<file path="config.mk">
export PLATFORM = sky130hd
export DESIGN_NAME = uart_bus_bridge
export DESIGN_NICKNAME = d
export VERILOG_FILES = /design/src/rtl/bridge_pkg.sv /design/src/rtl/bridge_timeout.sv /design/src/rtl/uart_bus_bridge.sv
export SDC_FILE = /design/constraint.sdc
export NUM_CORES = 1
export LEC_CHECK = 0
export CORE_ASPECT_RATIO = 0.6
export CORE_MARGIN = 5
export CORE_UTILIZATION = 60
export CTS_CLUSTER_SIZE = 12
export DETAILED_ROUTE_END_ITERATION = 16
export GPL_ROUTABILITY_DRIVEN = 0
export PLACE_DENSITY = 0.85
export SLEW_MARGIN = 0
export SYNTH_ARGS = -nofsm -noshare
export SYNTH_HDL_FRONTEND = slang
export SYNTH_SLANG_ARGS = --single-unit
</file>
<file path="constraint.sdc">
create_clock -name i_clk -period 6.9 [get_ports i_clk]
set_clock_uncertainty 0.2 [all_clocks]
set_input_delay 1.38 -clock i_clk [delete_from_list [all_inputs] [get_ports i_clk]]
set_output_delay 1.38 -clock i_clk [all_outputs]
set_load 0.01 [all_outputs]
</file>
<file path="src/rtl/bridge_pkg.sv">
// Shared constants and state encoding for the UART-to-memory-bus command bridge.
package bridge_pkg;

  localparam logic [7:0] CMD_W   = 8'h57;
  localparam logic [7:0] CMD_R   = 8'h52;
  localparam logic [7:0] CMD_D   = 8'h44;
  localparam logic [7:0] RSP_OK  = 8'h4B;
  localparam logic [7:0] RSP_ERR = 8'h3F;

  localparam int unsigned DUMP_CNT_W = 9;

  typedef enum logic [2:0] {
    ST_IDLE,
    ST_CMD_AH,
    ST_CMD_AL,
    ST_GET_DATA,
    ST_BUS,
    ST_WAIT_RD,
    ST_TX
  } state_e;

  // A dump length byte of zero stands for 256 bytes.
  function automatic logic [DUMP_CNT_W-1:0] dump_len(input logic [7:0] n);
    return (n == 8'd0) ? DUMP_CNT_W'(256) : DUMP_CNT_W'(n);
  endfunction

endpackage

</file>
<file path="src/rtl/bridge_timeout.sv">
// Inter-byte idle counter: cleared on each received byte, held at zero while
// not running, and strobes expiry after TIMEOUT_CYCLES-1 idle cycles.
module bridge_timeout #(
  parameter int unsigned TIMEOUT_CYCLES = 2500000
) (
  input  logic i_clk,
  input  logic i_reset,
  input  logic i_run,
  input  logic i_clear,
  output logic o_expire_c
);

  localparam int unsigned CNT_W = (TIMEOUT_CYCLES > 1) ? $clog2(TIMEOUT_CYCLES) : 1;

  logic [CNT_W-1:0] cnt_q;

  // A byte arriving in the expiry cycle wins over the timeout.
  assign o_expire_c = i_run && !i_clear && (cnt_q == CNT_W'(TIMEOUT_CYCLES - 1));

  always_ff @(posedge i_clk) begin
    if (i_reset || i_clear || !i_run) begin
      cnt_q <= '0;
    end else if (!o_expire_c) begin
      cnt_q <= cnt_q + CNT_W'(1);
    end
  end

endmodule

</file>
<file path="src/rtl/uart_bus_bridge.sv">
// Serial command parser: turns W/R/D byte commands from the UART into single
// memory bus cycles and streams the replies back to the UART transmitter.
module uart_bus_bridge
  import bridge_pkg::*;
#(
  parameter int unsigned ADDR_W         = 16,
  parameter int unsigned READ_LATENCY   = 1,
  parameter int unsigned TIMEOUT_CYCLES = 2500000
) (
  input  logic              i_clk,
  input  logic              i_reset,
  input  logic [7:0]        i_rx_dat,
  input  logic              i_rx_valid,
  output logic [7:0]        o_tx_dat,
  output logic              o_tx_valid,
  input  logic              i_tx_ready,
  output logic [ADDR_W-1:0] o_addr,
  output logic [7:0]        o_dat,
  input  logic [7:0]        i_dat,
  output logic              o_cs,
  output logic              o_we,
  input  logic              i_ack
);

  localparam int unsigned LAT_W = (READ_LATENCY > 1) ? $clog2(READ_LATENCY) : 1;

  state_e                  state_q;
  logic [7:0]              cmd_q;
  logic [7:0]              ah_q;
  logic [DUMP_CNT_W-1:0]   cnt_q;
  logic [LAT_W-1:0]        lat_q;
  logic [ADDR_W-1:0]       addr_q;
  logic [7:0]              dat_q;
  logic                    cs_q;
  logic                    we_q;
  logic [7:0]              tx_dat_q;
  logic                    tx_valid_q;
  logic                    run_c;
  logic                    expire_c;

  assign o_addr     = addr_q;
  assign o_dat      = dat_q;
  assign o_cs       = cs_q;
  assign o_we       = we_q;
  assign o_tx_dat   = tx_dat_q;
  assign o_tx_valid = tx_valid_q;

  assign run_c = (state_q == ST_CMD_AH) || (state_q == ST_CMD_AL) || (state_q == ST_GET_DATA);

  bridge_timeout #(
    .TIMEOUT_CYCLES(TIMEOUT_CYCLES)
  ) u_timeout (
    .i_clk     (i_clk),
    .i_reset   (i_reset),
    .i_run     (run_c),
    .i_clear   (i_rx_valid),
    .o_expire_c(expire_c)
  );

  always_ff @(posedge i_clk) begin
    if (i_reset) begin
      state_q    <= ST_IDLE;
      cmd_q      <= '0;
      ah_q       <= '0;
      cnt_q      <= '0;
      lat_q      <= '0;
      addr_q     <= '0;
      dat_q      <= '0;
      cs_q       <= 1'b0;
      we_q       <= 1'b0;
      tx_dat_q   <= '0;
      tx_valid_q <= 1'b0;
    end else begin
      case (state_q)
        ST_IDLE: begin
          if (i_rx_valid) begin
            cmd_q <= i_rx_dat;
            if (i_rx_dat == CMD_W || i_rx_dat == CMD_R || i_rx_dat == CMD_D) begin
              state_q <= ST_CMD_AH;
            end else begin
              cnt_q      <= '0;
              tx_dat_q   <= RSP_ERR;
              tx_valid_q <= 1'b1;
              state_q    <= ST_TX;
            end
          end
        end
        ST_CMD_AH: begin
          if (i_rx_valid) begin
            ah_q    <= i_rx_dat;
            state_q <= ST_CMD_AL;
          end else if (expire_c) begin
            state_q <= ST_IDLE;
          end
        end
        ST_CMD_AL: begin
          if (i_rx_valid) begin
            addr_q <= ADDR_W'({ah_q, i_rx_dat});
            if (cmd_q == CMD_R) begin
              we_q    <= 1'b0;
              cnt_q   <= DUMP_CNT_W'(1);
              cs_q    <= 1'b1;
              state_q <= ST_BUS;
            end else begin
              state_q <= ST_GET_DATA;
            end
          end else if (expire_c) begin
            state_q <= ST_IDLE;
          end
        end
        ST_GET_DATA: begin
          if (i_rx_valid) begin
            cs_q    <= 1'b1;
            state_q <= ST_BUS;
            if (cmd_q == CMD_W) begin
              we_q  <= 1'b1;
              dat_q <= i_rx_dat;
              cnt_q <= DUMP_CNT_W'(1);
            end else begin
              we_q  <= 1'b0;
              cnt_q <= dump_len(i_rx_dat);
            end
          end else if (expire_c) begin
            state_q <= ST_IDLE;
          end
        end
        ST_BUS: begin
          if (i_ack) begin
            cs_q <= 1'b0;
            if (we_q) begin
              tx_dat_q   <= RSP_OK;
              tx_valid_q <= 1'b1;
              state_q    <= ST_TX;
            end else if (READ_LATENCY == 0) begin
              tx_dat_q   <= i_dat;
              tx_valid_q <= 1'b1;
              state_q    <= ST_TX;
            end else begin
              lat_q   <= LAT_W'(READ_LATENCY - 1);
              state_q <= ST_WAIT_RD;
            end
          end
        end
        ST_WAIT_RD: begin
          if (lat_q == '0) begin
            tx_dat_q   <= i_dat;
            tx_valid_q <= 1'b1;
            state_q    <= ST_TX;
          end else begin
            lat_q <= lat_q - LAT_W'(1);
          end
        end
        ST_TX: begin
          // The next dump read waits until the previous byte is taken.
          if (i_tx_ready) begin
            tx_valid_q <= 1'b0;
            if (cnt_q > DUMP_CNT_W'(1)) begin
              cnt_q   <= cnt_q - DUMP_CNT_W'(1);
              addr_q  <= addr_q + ADDR_W'(1);
              cs_q    <= 1'b1;
              state_q <= ST_BUS;
            end else begin
              state_q <= ST_IDLE;
            end
          end
        end
        default: state_q <= ST_IDLE;
      endcase
    end
  end

endmodule

</file>
==> key figures <==
Outcome
  • Status: completed

Detailed routing
  • Total Wirelength: 12.59 mm
  • Vias per cell: 6.307
  • Starting DRT DRC Count: 781
  • First drt pass iteration count: 6
  • DRC viols: 0
  • Post-DRT Antenna Nets: 0
  • Vias: 4396
  • DR WL/cell: 18.07 um

Critical path
  • Endpoint class of the critical path: flop
  • CP max stage cell: clkdlybuf4s50_1
  • WP buf/inv: 1
  • CP delay by family, top: buffers and inverters
  • CP peak stage delay: 730 ps
  • WS Path Type: primary input to flop
  • Critical path arrival: 3760 ps
  • Critical path depth: 6
  • Worst setup endpoint: o_tx_dat[6]
  • Crit path from: i_rx_dat[2]
  • CP startpoint kind: primary input
  • Reg2reg path depth: 4
  • Critical R2R Launch: state_q[2]
  • Critical path fanouts, max: 9
  • FF-to-FF End: o_tx_dat[6]
  • Required time of the critical path: 6930 ps
  • Crit path cell chain: clkdlybuf4s50_1 > xnor2_1 > a32oi_2 > o32ai_1 > or3_1 > mux2_1
  • FF-to-FF setup slack: 3890 ps

Floorplanning
  • I/O Pins: 56
  • Initial Util: 61.71%
  • Rows: 24
  • Die Y: 77.11 um
  • Core ar.: 7297 um^2
  • Die area: 9394 um^2
  • Die X: 121.8 um

Global routing
  • Initial antenna violation count: 0
  • Largest net degree at the start of global routing: 59
  • Vias in the first global route: 3947
  • First-pass GRT wire length: 20.35 mm
  • Global route overflow: 0
  • Total track usage: 27.08%

Yosys
  • Sequential share of the synthesized area: 37.79%
  • Top cells by area, synth: dfxtp_1 38%, nand2_1 6.8%, nor2_1 4.4%
  • Post-synthesis mux area share: 2.251%
  • Post-synthesis register bit count: 85
  • Synth Area in Simple Gates: 24.92%
  • Post-Syn Nets: 575
  • Mapped Avg Cell Area: 8.187 um^2
  • Mapped Cells: 550
  • Synth Area in Adders: 1.111%
  • Area leader, netlist: dfxtp_1
  • Synth Area in XOR/XNOR: 4.668%
  • Post-Syn Area: 4503 um^2
  • Unique masters post-synth: 79
  • Post-synth top area share: 37.79%
  • Post-synth EDFFs: 0
  • Ys Warns: 0
  • Post-synth ARST share: 0%
  • Largest family of logic cells by synthesized area: simple AND/OR/NAND/NOR gates
  • Top_reg_cell synth: dfxtp_1
  • Compound-Gate Fraction of Synth Area: 24.48%

Clock network
  • Reg clk slew, reported paths: 60 ps
  • TritonCTS clock tree: built
  • Worst skew pair latency: 340 ps
  • CTS sink count: 85
  • H-tree lvl count: 3
  • Post-CTS resize count: 0
  • Post-CTS Setup Bufs: 0
  • Worst-case clock buffer depth: 2
  • Total CTS buffers: 9
  • Root buffer cell: clkbuf_16
  • Hold_buf cts: 0

Timing
  • Worst-Margin Slew: 1108 ps
  • RSZ-0062 raised after global routing: no
  • FMAX: 0.2680 GHz
  • Worst-case hold slack: 255.5 ps
  • Final min period: 3731 ps
  • Fin. Hold Viols: 0
  • Post-route setup slack: 3169 ps
  • Slew Viols, Final: 0
  • Setup_tns: 0 ps
  • Fin crit share: 54.07%
  • Final setup fails: 0
  • Slew HR: 25.68%

Placement
  • Port Buffer Count: 55
  • Dpl hpwl: 8.884 mm
  • Pre-CTS setup slack: 2903 ps
  • Placed instance count: 681

Layout
  • Non-Filler Instances: 697
  • Fill cell count: 560
  • Post-layout util: 73.99%
  • Syn-to-layout area delta: 19.89%
  • # diodes: 0
  • Most frequent cells in the layout: 85 x dfxtp_1, 82 x nand2_1, 54 x clkdlybuf4s50_1, 53 x nor2_1, 38 x a21oi_1
  • Share of cells above drive strength 1: 8.769%
  • Most common cell after layout, fill and taps aside: dfxtp_1
  • Final #Nets: 613

Worst hold path
  • Worst hold path type: flop to flop
  • Hold Path Origin: o_tx_dat[3]

Pwr
  • Pleak: 1.835 nW
  • Power per standard cell area: 297.8 nW/um^2
  • Peak VDD IR: 0.1779 mV

Job
  • MaxCap Viol Count: 0
worst min path at each step:
stage	to	slack (ps)	cells past startpoint
finish	o_tx_dat[3]	260	2
global route	cmd_q[5]	290	2
CTS	o_tx_dat[3]	260	2
detailed placement	o_tx_dat[3]	250	2
global placement	cmd_q[3]	240	2
floorplan	cmd_q[5]	230	2
per-layer routing:
metal / routed length (um) / GRT usage, %
met5: 0 / 0
met4: 151 / 6.488
met3: 1449 / 8.015
met2: 5287 / 38.71
met1: 5703 / 39.72
synthesized netlist by cell type, types with 6 or more instances:
master,n
o31ai_1,7
nand4_1,8
nor2_1,53
o21ai_0,24
nand3_1,17
clkbuf_1,20
nand2_1,82
a22o_1,8
or3_1,8
a21oi_2,6
nor4_1,6
mux2i_1,9
a21oi_1,38
o211ai_1,6
dfxtp_1,85
inv_1,16
xor2_1,19
nor3_1,8
and3_1,7
sequential cells by signal, summed over array words and instances (netlist names):
signal	cells
cmd_q	8
o_we	1
o_dat	8
ah_q	8
o_tx_dat	8
o_addr	16
state_q	3
cnt_q	9
u_timeout.cnt_q	22
o_tx_valid	1
o_cs	1
power breakdown:
part	total [mW]	switching, mW	internal [mW]	leakage, nW
combinational	0.426	0.249	0.178	0.980
sequential	0.620	0.0746	0.545	0.689
clock	0.561	0.196	0.365	0.166
total	1.61	0.520	1.09	1.84
kinds of logic after synthesis:
kind of cell	Yosys count
xor+xnor	24
simple gates	228
flops	85
fa+ha+maj	4
mux	10
buf+inv	48
compound gates	151
through the flow:
step | area [um^2] | power (mW)
3_5_place_dp | 5050 | 1.043
5_1_grt | 5399 | 1.683
2_1_floorplan | 4503 | 0.8930
6_report | 5399 | 1.608
4_1_cts | 5399 | 1.604
3_3_place_gp | 5050 | 1.025
final cells by class:
cell class / instances / area [um^2] / share of cell area (%)
Clock inverter: 5 / 106.4 / 1.970
Sequential cell: 85 / 1702 / 31.52
Inverter: 17 / 63.81 / 1.182
Multi-Input combinational cell: 417 / 2586 / 47.90
Tap cell: 104 / 130.1 / 2.410
Timing Repair Buffer: 58 / 568.0 / 10.52
Clock buffer: 11 / 242.7 / 4.496
worst register-to-register path, stage by stage (launching register included):
cell	delay, ps
dfxtp_1	750
clkinv_1	490
o32ai_1	730
or3_1	380
mux2_1	350
No activity file was read; power rests on OpenSTA's default activity.
